==> src/rtl/complete_arbiter.sv <==
// Completion arbiter: per-unit one-entry slots, round-robin drain with redirect priority; 2 cycles valid->ROB.
// Backpressure: req_ready drops while a slot is held and not granted, and everywhere during reset/recover.
module complete_arbiter #(
  parameter int N_REQ  = 3,
  parameter int ROB_W  = 4,
  parameter int ADDR_W = 32,
  localparam int IDW   = (N_REQ > 1) ? $clog2(N_REQ) : 1
) (
  input  logic                    clk,
  input  logic                    rst,
  input  logic [N_REQ-1:0]        req_valid,
  output logic [N_REQ-1:0]        req_ready,
  input  logic [N_REQ*ROB_W-1:0]  req_rob,
  input  logic [N_REQ*ADDR_W-1:0] req_jb_addr,
  input  logic [N_REQ-1:0]        req_changeFlow,
  input  logic                    recover,
  output logic                    complete,
  output logic [ROB_W-1:0]        rob_number,
  output logic [ADDR_W-1:0]       jb_addr,
  output logic                    changeFlow,
  output logic [IDW-1:0]          grant_id
);

  typedef enum logic {RUN = 1'b0, FLUSH = 1'b1} state_t;

  state_t state;
  state_t state_nxt;

  logic [N_REQ-1:0]  occ;
  logic [N_REQ-1:0]  slot_cf;
  logic [ROB_W-1:0]  slot_rob  [N_REQ];
  logic [ADDR_W-1:0] slot_addr [N_REQ];
  logic [IDW-1:0]    rr_ptr;
  logic              cf_pending;

  logic              accept_en;
  logic [N_REQ-1:0]  cf_cand;
  logic [N_REQ-1:0]  cand;
  logic [N_REQ-1:0]  gnt;
  logic [N_REQ-1:0]  hs;
  logic [IDW-1:0]    gnt_idx;
  logic [IDW-1:0]    idx;
  logic              found;
  logic              any_gnt;

  always_ff @(posedge clk) begin
    if (rst) state <= RUN;
    else     state <= state_nxt;
  end

  // recover dominates: it blocks both acceptance and grant in the cycle it is seen
  always_comb begin
    state_nxt = state;
    accept_en = 1'b0;
    case (state)
      RUN: begin
        accept_en = ~rst & ~recover;
        if (recover) state_nxt = FLUSH;
      end
      FLUSH: begin
        if (!recover) state_nxt = RUN;
      end
      default: state_nxt = RUN;
    endcase
  end

  // a held redirect waits while one is outstanding; plain completions still drain
  always_comb begin
    cf_cand = occ & slot_cf & {N_REQ{~cf_pending}};
    cand    = (|cf_cand) ? cf_cand : (occ & ~slot_cf);
  end

  always_comb begin
    gnt     = '0;
    gnt_idx = '0;
    idx     = '0;
    found   = 1'b0;
    for (int off = 0; off < N_REQ; off++) begin
      idx = IDW'((int'(rr_ptr) + off) % N_REQ);
      if (!found && cand[idx]) begin
        found   = 1'b1;
        gnt_idx = idx;
      end
    end
    if (found && accept_en) gnt[gnt_idx] = 1'b1;
  end

  assign any_gnt   = |gnt;
  assign req_ready = {N_REQ{accept_en}} & (~occ | gnt);
  assign hs        = req_valid & req_ready;

  always_ff @(posedge clk) begin
    if (rst) begin
      occ        <= '0;
      slot_cf    <= '0;
      rr_ptr     <= '0;
      cf_pending <= 1'b0;
      complete   <= 1'b0;
      rob_number <= '0;
      jb_addr    <= '0;
      changeFlow <= 1'b0;
      grant_id   <= '0;
      for (int i = 0; i < N_REQ; i++) begin
        slot_rob[i]  <= '0;
        slot_addr[i] <= '0;
      end
    end else begin
      complete   <= any_gnt;
      rob_number <= any_gnt ? slot_rob[gnt_idx] : '0;
      changeFlow <= any_gnt & slot_cf[gnt_idx];
      jb_addr    <= (any_gnt && slot_cf[gnt_idx]) ? slot_addr[gnt_idx] : '0;
      grant_id   <= any_gnt ? gnt_idx : '0;

      if (any_gnt) begin
        rr_ptr <= (gnt_idx == IDW'(N_REQ - 1)) ? '0 : gnt_idx + 1'b1;
      end

      if (state == FLUSH) begin
        occ        <= '0;
        cf_pending <= 1'b0;
      end else begin
        if (any_gnt && slot_cf[gnt_idx]) cf_pending <= 1'b1;
        // a same-edge refill wins over the clear of the granted slot
        for (int i = 0; i < N_REQ; i++) begin
          if (hs[i]) begin
            occ[i]       <= 1'b1;
            slot_cf[i]   <= req_changeFlow[i];
            slot_rob[i]  <= req_rob[i*ROB_W +: ROB_W];
            slot_addr[i] <= req_jb_addr[i*ADDR_W +: ADDR_W];
          end else if (gnt[i]) begin
            occ[i] <= 1'b0;
          end
        end
      end
    end
  end

endmodule

==> config.mk <==
export PLATFORM = sky130hd
export DESIGN_NAME = complete_arbiter
export DESIGN_NICKNAME = d
export VERILOG_FILES = /design/src/rtl/complete_arbiter.sv
export SDC_FILE = /design/constraint.sdc
export NUM_CORES = 1
export LEC_CHECK = 0
export BUFFER_PORTS_ARGS = -buffer_cell sky130_fd_sc_hd__clkbuf_2
export CAP_MARGIN = 25
export CORE_MARGIN = 8
export CORE_UTILIZATION = 54
export CTS_BUF_LIST = sky130_fd_sc_hd__clkbuf_8
export DETAILED_ROUTE_END_ITERATION = 6
export GPL_TIMING_DRIVEN = 0
export PLACE_DENSITY = 0.86
export SLEW_MARGIN = 20
export SYNTH_ARGS = -nofsm -noshare
export SYNTH_HDL_FRONTEND = slang
export SYNTH_SLANG_ARGS = --single-unit
==> constraint.sdc <==
create_clock -name clk -period 6.65 [get_ports clk]
set_clock_uncertainty 0.2 [all_clocks]
set_input_delay 1.6625 -clock clk [delete_from_list [all_inputs] [get_ports clk]]
set_output_delay 1.6625 -clock clk [all_outputs]
set_load 0.02 [all_outputs]
* Yosys cells after proc, flatten, opt, wreduce, memory -nomap -nowiden
Memories as Yosys holds them, arrays and structs flattened. A register that Yosys moved wholly into a read port is not among the register bits. Index checks and enable logic that the tools add are counted.
Operators by class: bitwise logic cells 22, shift-type cells 0, add/subtract/negate cells 3, muxes and demuxes 47, reductions and logical operators 18, $mul 0, div/mod/pow operators 3, equal/unequal tests 1, magnitude comparators 5
Operator list (count):
- $mux 32 | 3
- $mod 32x3->32 const B | 2
- $mod 3x3->32 const B | 1
- $mux 1 | 30
- $and 3x3->3 | 5
- $lt 2x3->1 const B | 4
- $mux 4 | 3
- $bmux 1 s2 | 4
- $mux 2 | 4
- $mux 3 | 2
- $not 1->1 | 6
- $not 3->3 | 2
- $or 1x1->1 | 6
- $reduce_and 2->1 | 3
- $reduce_bool 2->1 | 3
- $reduce_or 2->1 | 3
- $reduce_or 3->1 | 2
- $logic_and 1x1->1 | 5
- $add 2x1->3 const B | 1
- $add 2x2->3 const B | 1
- $or 3x3->3 | 1
- $add 2x1->2 const B | 1
- $and 1x1->1 | 2
- $demux 1 s2 | 1
- 3 further kinds | 4
Storage, ports and cells: bits in latches 0, logic and storage cells 113, bits in read-only memories 0, memory bits (writable) 108, register bits 14, input bits 117, memories 2
Memory list:
- slot_addr | words 3, bits a word 32, read ports 1, clocked after memory_dff 1, write ports 3, RTL line 32 | logic [ADDR_W-1:0] slot_addr [N_REQ];
- slot_rob | words 3, bits a word 4, read ports 1, clocked after memory_dff 1, write ports 3, RTL line 31 | logic [ROB_W-1:0] slot_rob [N_REQ];

* Logic depth before layout (Yosys ltp)
Gate-level depths: netlist (run 1).
depth in word-level cells 26, gate-level depth with buffers 10, mapped depth without buffers 8

* Least setup slack after synthesis (run 1)
OpenSTA, ideal clock, no wires.
kind input to output, start point in recover, end point out req_ready[0], arrival 2.691 ns, setup slack 2.096 ns, data required time 4.787 ns, buffers on the path 1, stages on the path 3, path through or3_1 -> buf_1 -> o41ai_4
Between the ends: word-level cells in the longest chain between the ends 7
Ends and longest elaborated chain:
- start, declared | RTL line 16 | input logic recover,
- $not 1->1 (*) | RTL line 57 | accept_en = ~rst & ~recover;
- $and 1x1->1 (*) | RTL line 57
- $mux 1 (*) | RTL line 55 | case (state)
- $logic_and 1x1->1 | RTL line 85 | if (found && accept_en) gnt[gnt_idx] = 1'b1;
- $mux 3 | RTL line 85
- $or 3x3->3 | RTL line 89 | assign req_ready = {N_REQ{accept_en}} & (~occ | gnt);
- $and 3x3->3 (*) | RTL line 89
- end, declared | RTL line 12 | output logic [N_REQ-1:0] req_ready,
Mark *: on every way between the ends. The rest lies on a longest branch, timed or not.

* Worst setup path after layout (run 1)
Same ends and word-level chain as after synthesis.

==> summary.md, run 1 <==
| Metric | Value |
|---|---|
| Seq cells post-synth | `158` |
| FMAX | `~200 MHz` |
| Worst skew pair latency | `0.47 ns` |
| EDFF count, synth | `around 110` |
| Routed WL per cell | `19.8 um` |
| Via count | `approximately 5.7k` |
| Synthesized instance count | `595` |
| Fillers | `a little over 1k` |
| Slew Limit Fails | `0` |
| Die height | `131 um` |
| Placed inst area | `a little over 0.008 mm2` |
| Final wirelength | `19.1 mm` |
| Layout cells sized above 1 | `28.6%` |
| CP startpoint kind | `primary input` |
| Highest-count cells in the layout ignoring fill and taps | `clkbuf_2 (160), a21boi_0 (112), edfxtp_1 (108)` |
| Global-route wire length before repair | `29.4 mm` |
| VDD IR max | `168 uV` |
| Ports | `160` |
| DPL Wire Length | `13.7 mm` |
| CTS clk-pin slew, worst paths | `0.09 ns` |
| Critical Path Fanout Max | `6` |
| FFs w/ async S/R, synth | `0%` |
| Total CTS buffers | `17` |
| Final net count | `around 890` |
| Root Driver | `clkbuf_8` |
| YS warnings | `0` |
| Syn nets | `714` |
| Largest net degree at the start of global routing | `37` |
| Routability congestion estimate | `0.881` |
| Crit path kind | `primary input to output port` |
| CORE AREA | `0.0130 mm2` |
| Final TNS setup | `0 ns` |
| Crit path time final | `slightly below 5 ns` |
| Post-layout instance area | `0.00864 mm2` |
| Tcrit/Tclk final | `73.6%` |
| Slew margin rel. | `39.2%` |
| Leakage | `between 3 and 4 nW` |
| Placed instance count | `932` |
| ANT cells | `0` |
| Slew @ Worst Pin | `~0.91 ns` |
| Syn Std Cell Area | `0.00711 mm2` |
| Status | `completed` |
| Multi-input combinational cell area | `0.00259 mm2` |
| Chip Width | `131 um` |
| Post-CTS resize count | `0` |
| Bufs on Longest Clock Path | `2` |
| Hold Path Class | `register to register` |
| Core Rows | `42` |
| CTS sink cnt | `approximately 160` |
| CTS tree | `yes` |
| Total gr overflow | `0` |
| Final ANT Viol Nets | `0` |
| Layout overhead on the synthesized area | `21.5%` |
| Synth unique cells | `between 50 and 60` |
| CTS H-Tree Depth | `4` |
| RSZ-0062 raised after global routing | `no` |
| Vias in the first global route | `5721` |
| Die ar. | `0.0171 mm2` |
| GRT Total Usage | `around 23%` |
| DR iter-0 viols | `524` |
| Critical path arrival | `3.03 ns` |
| P per Cell Area | `~250 mW/mm2` |
| First-pass DRT Iterations | `6` |
| Max cap viols | `0` |
| Final Setup Violations | `0` |
| Vias per cell | `5.87` |
| Worst EP required | `4.79 ns` |
| Initial antenna violation count | `0` |
| Avg Cell Area, Syn | `12.0 um2` |
| Post-CTS Setup Inserts | `0` |
| Initial Utilization | `54.6%` |
| Util after Layout | `66.3%` |
| DRC | `0` |
| Ys flop type | `edfxtp_1` |
| Reg area | `between 0.004 and 0.005 mm2` |
| I/O Buffers | `between 150 and 200` |
| Post-CTS Hold Fix Bufs | `0` |
| Final Non-Filler Cells | `a little under 1k` |
| Commonest non-fill, non-tap cell in the layout | `clkbuf_2` |
| Register area share after synthesis | `a little under 60%` |
| Crit. End Element | `output port` |
| Final hold viol count | `0` |
## path summary, 6_finish.rpt
| path | startpoint | end | slack [ns] | cells after the start |
|---|---|---|---|---|
| setup / recovery | recover | req_ready[0] | 1.75 | 5 |
| hold / removal | slot_rob[0][2] | rob_number[2] | 0.32 | 2 |
| setup reg to reg | rr_ptr[0] | slot_addr[1][23] | 3.06 | 10 |
| hold reg to reg | slot_rob[0][2] | rob_number[2] | 0.32 | 2 |
## worst max-delay path: stages
cell	delay, ns
clkbuf_2	0.12
or3_1	0.36
buf_1	0.20
o41ai_4	0.45
clkbuf_2	0.24
## sequential cells by signal, summed over array words and instances, names as in the netlist
signal,flops
rr_ptr,2
state,1
grant_id,2
changeFlow,1
slot_cf,3
slot_addr,96
occ,3
cf_pending,1
complete,1
jb_addr,32
rob_number,4
slot_rob,12
## layout make-up
| type | instances | area share (%) |
|---|---|---|
| clock buffers | 17 | 2.71 |
| multi-input cells | 371 | 29.9 |
| flip-flops and latches | 158 | 49.1 |
| well taps | 176 | 2.55 |
| plain buffers | 58 | 2.94 |
| clock inverters | 15 | 2.56 |
| inverters | 8 | 0.347 |
| repair buffers | 161 | 9.85 |
## stage by stage
stage	hold WS (ns)	power, mW	setup slack (ns)
final	0.321	2.15	1.75
after global placement	0.283	1.34	1.75
after floorplan	0.261	1.26	2.10
after detailed placement	0.292	1.35	1.79
after CTS	0.316	2.15	1.78
after global routing	0.344	2.22	1.71
## cells in the mapped netlist (all sizes together), types with 3 or more instances
| cell type | count | area share, % |
|---|---|---|
| a211oi | 3 | 0.46 |
| a21boi | 113 | 12 |
| a21oi | 5 | 0.40 |
| a221oi | 4 | 0.49 |
| a222oi | 4 | 0.56 |
| a22oi | 35 | 3.7 |
| and2 | 35 | 3.1 |
| buf | 14 | 1.2 |
| clkbuf | 44 | 2.3 |
| dfxtp | 50 | 14 |
| edfxtp | 108 | 46 |
| inv | 8 | 0.42 |
| nand2 | 7 | 0.37 |
| nand2b | 3 | 0.26 |
| nand3 | 67 | 4.8 |
| nand3b | 4 | 0.42 |
| nor2 | 14 | 0.74 |
| nor3 | 5 | 0.67 |
| o21a | 35 | 3.7 |
| o21ai | 5 | 0.35 |
| or2 | 3 | 0.26 |
## metal layers
metal  vias up  GRT usage, %  share of wire (%)
li1       2604             -                  -
met1      2742          28.2                 40
met2       279          37.7                 50
met3        36          6.25                8.0
met4         0          7.83                1.7
met5         -             0                  0
## cells by family after synthesis
| kind of cell | Yosys count | share of synthesized area (%) |
|---|---|---|
| simple gates | 146 | 11.3 |
| flops | 158 | 59.7 |
| fa+ha+maj | 2 | 0.352 |
| mux | 2 | 0.299 |
| compound gates | 221 | 24.3 |
| buf+inv | 66 | 3.99 |
## report_power, final
part | leakage [nW] | switching, mW | total (mW) | internal, mW
registers | 1.52 | 0.0186 | 1.13 | 1.12
logic | 1.54 | 0.121 | 0.200 | 0.0793
clock network | 0.229 | 0.367 | 0.813 | 0.446
(Power assumes the default switching activity.)
==> inputs of run 2 (changes only) <==
--- a/config.mk
+++ b/config.mk
@@ -5,14 +5,15 @@
 export SDC_FILE = /design/constraint.sdc
 export NUM_CORES = 1
 export LEC_CHECK = 0
+export ABC_AREA = 1
 export BUFFER_PORTS_ARGS = -buffer_cell sky130_fd_sc_hd__clkbuf_2
 export CAP_MARGIN = 25
 export CORE_MARGIN = 8
-export CORE_UTILIZATION = 54
+export CORE_UTILIZATION = 50
 export CTS_BUF_LIST = sky130_fd_sc_hd__clkbuf_8
 export DETAILED_ROUTE_END_ITERATION = 6
 export GPL_TIMING_DRIVEN = 0
-export PLACE_DENSITY = 0.86
+export PLACE_DENSITY = 0.84
 export SLEW_MARGIN = 20
 export SYNTH_ARGS = -nofsm -noshare
 export SYNTH_HDL_FRONTEND = slang
==> constraint.sdc (replaced) <==
create_clock -name clk -period 4.42 [get_ports clk]
set_clock_uncertainty 0.2 [all_clocks]
set_input_delay 1.105 -clock clk [delete_from_list [all_inputs] [get_ports clk]]
set_output_delay 1.105 -clock clk [all_outputs]
set_load 0.02 [all_outputs]
==> summary.md, run 2 <==
| Metric | Value |
|---|---|
| Hold_ws | `roughly 0.28 ns` |
| Final hold viol count | `0` |
| ANT cells | `0` |
| Highest-count cells in the layout ignoring fill and taps | `clkbuf_2 (159), inv_1 (136), a21oi_1 (127)` |
| Total gr overflow | `0` |
| DRC | `1` |
| Vias per cell | `approximately 5.2` |
| Via count | `5493` |
| FFs w/ async S/R, synth | `0%` |
| EDFF count, synth | `108` |
| Max incr delay on CP | `0.45 ns` |
| First-pass DRT Iterations | `7` |
| Post-CTS Setup Inserts | `0` |
| RSZ-0062 raised after global routing | `no` |
| Final wirelength | `approximately 19 mm` |
| Xor-xnor portion of the synthesized cell area | `0%` |
| Post-CTS resize count | `0` |
| Top delay family on crit path | `simple AND/OR/NAND/NOR gates` |
| Synth unique cells | `27` |
| Routability congestion estimate | `0.860` |
| Reg area | `0.00424 mm2` |
| Multi-input combinational cell area | `0.00182 mm2` |
| Vias in the first global route | `around 5.6k` |
| CP startpoint kind | `primary input` |
| Crit. End Element | `output port` |
| GRT Total Usage | `21.9%` |
| Final ANT Viol Nets | `0` |
| Die ar. | `0.0177 mm2` |
| Crit path depth | `9` |
| Crit path time final | `between 4 and 5 ns` |
| Failing checks | `design-rule violations` |
| Flop-to-flop setup slack | `0.85 ns` |
| P per Cell Area | `roughly 410 mW/mm2` |
| I/O Buffers | `roughly 160` |
| Cells on worst reg2reg path | `17` |
| FMAX | `240 MHz` |
| Clock power frac | `33.9%` |
| Synth area leader | `edfxtp_1` |
| Routed WL per cell | `17.9 um` |
| Cell Int Power | `approximately 2.5 mW` |
| Synth top area cells | `edfxtp_1 (47%), dfxtp_1 (15%), a21oi_1 (9.3%)` |
| Synth Area in Compound Gates | `14.6%` |
| Met3 WL | `1.59 mm` |
| CTS sink cnt | `158` |
| Max cap viols | `0` |
| Placed inst area | `0.00796 mm2` |
| Final Setup Violations | `0` |
| Slew margin rel. | `49.1%` |
| Bufs on Longest Clock Path | `2` |
| DR iter-0 viols | `460` |
| Net switching power | `just over 0.9 mW` |
| Critical path arrival | `2.87 ns` |
| Tcrit/Tclk final | `94.4%` |
| Status | `finished, violations left` |
| Post-layout instance area | `approximately 0.0084 mm2` |
| Worst EP required | `3.12 ns` |
| Commonest non-fill, non-tap cell in the layout | `clkbuf_2` |
| Avg Cell Area, Syn | `9.94 um2` |
| Part of the power in registers | `49.8%` |
| CTS tree | `yes` |
| Leakage | `4.04 nW` |
| Final net count | `approximately 990` |
| Ys flop type | `edfxtp_1` |
| Fillers | `1108` |
| Layout overhead on the synthesized area | `22.5%` |
| Biggest regs | `slot_addr: 96 flops, jb_addr: 32 flops, slot_rob: 12 flops` |
| Core Rows | `42` |
| Post-synth top cells | `inv_1 (132), a21oi_1 (127), nand2_1 (111)` |
| Chip Width | `133 um` |
| Reg with most FFs | `slot_addr` |
| Main combinational cell family by area after synthesis | `compound AO/OA/AOI/OAI gates` |
| Root Driver | `clkbuf_8` |
| Wl on met1 | `7.28 mm` |
| Uppermost layer routed | `met5` |
| Adder-cell share of the synthesized area | `0.365%` |
| YS warnings | `0` |
| CORE AREA | `0.0133 mm2` |
| Seq cells post-synth | `158` |
| Ports | `160` |
| Worst setup path end | `req_ready[0]` |
| CTS H-Tree Depth | `4` |
| Simple-gate share of the synthesized area | `11.5%` |
| Post-CTS Hold Fix Bufs | `0` |
| Layout cells sized above 1 | `30.9%` |
| Initial antenna violation count | `1` |
| Critical Path Fanout Max | `7` |
| Total CTS buffers | `17` |
| Max FFs per register | `96` |
| Crit Reg-Reg Startpoint | `rr_ptr[0]` |
| Mux contribution to synthesized area | `0%` |
| Hold Path Class | `register to register` |
| Critical Path Start | `rst` |
| Initial Utilization | `51.5%` |
| Power, Total | `between 3 and 4 mW` |
| Global-route wire length before repair | `slightly below 30 mm` |
| Syn nets | `808` |
| Crit path max-delay cell type | `nor2_1` |
| WL met2 | `9.60 mm` |
| Sw Ratio | `approximately 27%` |
| Combinational cell fraction of total power | `16.2%` |
| Buf/Inv on CP | `4` |
| Syn Std Cell Area | `0.00685 mm2` |
| Yosys top cell area share | `47.4%` |
| DPL Wire Length | `around 14 mm` |
| Crit path cell chain | `clkbuf_2 -> nor2_1 -> inv_1 -> nor2_1 -> nand2_4 -> inv_4 -> nand3_2 -> a21oi_1 -> clkbuf_2` |
| Crit path kind | `primary input to output port` |
| Most numerous cell in the Yosys netlist | `inv_1` |
| Worst skew pair latency | `between 0.4 and 0.5 ns` |
| Synthesized instance count | `689` |
| Slew Limit Fails | `0` |
| Die height | `133 um` |
| Largest net degree at the start of global routing | `23` |
| Slew @ Worst Pin | `around 0.76 ns` |
| Register area share after synthesis | `between 60% and 70%` |
| VDD IR max | `213 uV` |
| CTS clk-pin slew, worst paths | `0.08 ns` |
| Worst R2R End | `slot_rob[0][2]` |
==> run 2: how the worst min path moves through the flow <==
stage / startpoint / endpoint / depth (start not counted)
floorplan: slot_addr[1][13] / jb_addr[13] / 2
global placement: slot_addr[1][29] / jb_addr[29] / 2
detailed placement: slot_addr[1][6] / jb_addr[6] / 2
CTS: slot_addr[1][29] / jb_addr[29] / 2
global route: slot_addr[0][0] / jb_addr[0] / 2
finish: slot_addr[1][29] / jb_addr[29] / 2
==> run 2: power by group through the flow <==
stage	clock network (mW)	logic [mW]	registers, mW
global route	1.23	0.606	1.71
floorplan	0	0.334	1.74
detailed placement	0	0.547	1.74
global placement	0	0.517	1.74
finish	1.16	0.556	1.71
CTS	1.17	0.553	1.71
==> run 2: cell families (layout without fill, tap and decap cells) <==
kind of cell	count (synthesis)	in the layout
buffers and inverters	186	380
AND/OR/NAND/NOR	173	173
AO/OA/AOI/OAI	170	170
flip-flops	158	158
adder cells (fa/ha/maj)	2	2
==> run 2: tightest hold or removal path: stages, from the launching register on <==
cell	delay, ns
edfxtp_1	0.33
a21oi_1	0.06
nor2_1	0.06
==> run 2: final cells by class <==
class                   count  share of cell area [%]
plain buffers              37                    2.80
well taps                 176                    2.62
clock buffers              19                    3.12
inverters                 149                    6.70
repair buffers            162                    10.5
multi-input cells         345                    21.6
clock inverters            13                    2.06
flip-flops and latches    158                    50.6
==> run 2: per-stage QoR <==
stage / setup WS, ns / setup TNS, ns / std cells / util [%]
4_1_cts: 0.280 / 0 / 1059 / 63.1
6_report: 0.246 / 0 / 1059 / 63.1
5_1_grt: 0.104 / 0 / 1059 / 63.1
3_3_place_gp: -0.507 / -20.74 / 1024 / 59.2
2_1_floorplan: 0.528 / 0 / 689 / -
3_5_place_dp: 0.139 / 0 / 1027 / 59.8
==> run 2: metal layers <==
layer	vias to the layer above	track usage, %
met2	276	37.5
li1	2604	-
met1	2564	25.5
met4	2	9.53
met5	-	0
met3	47	5.26
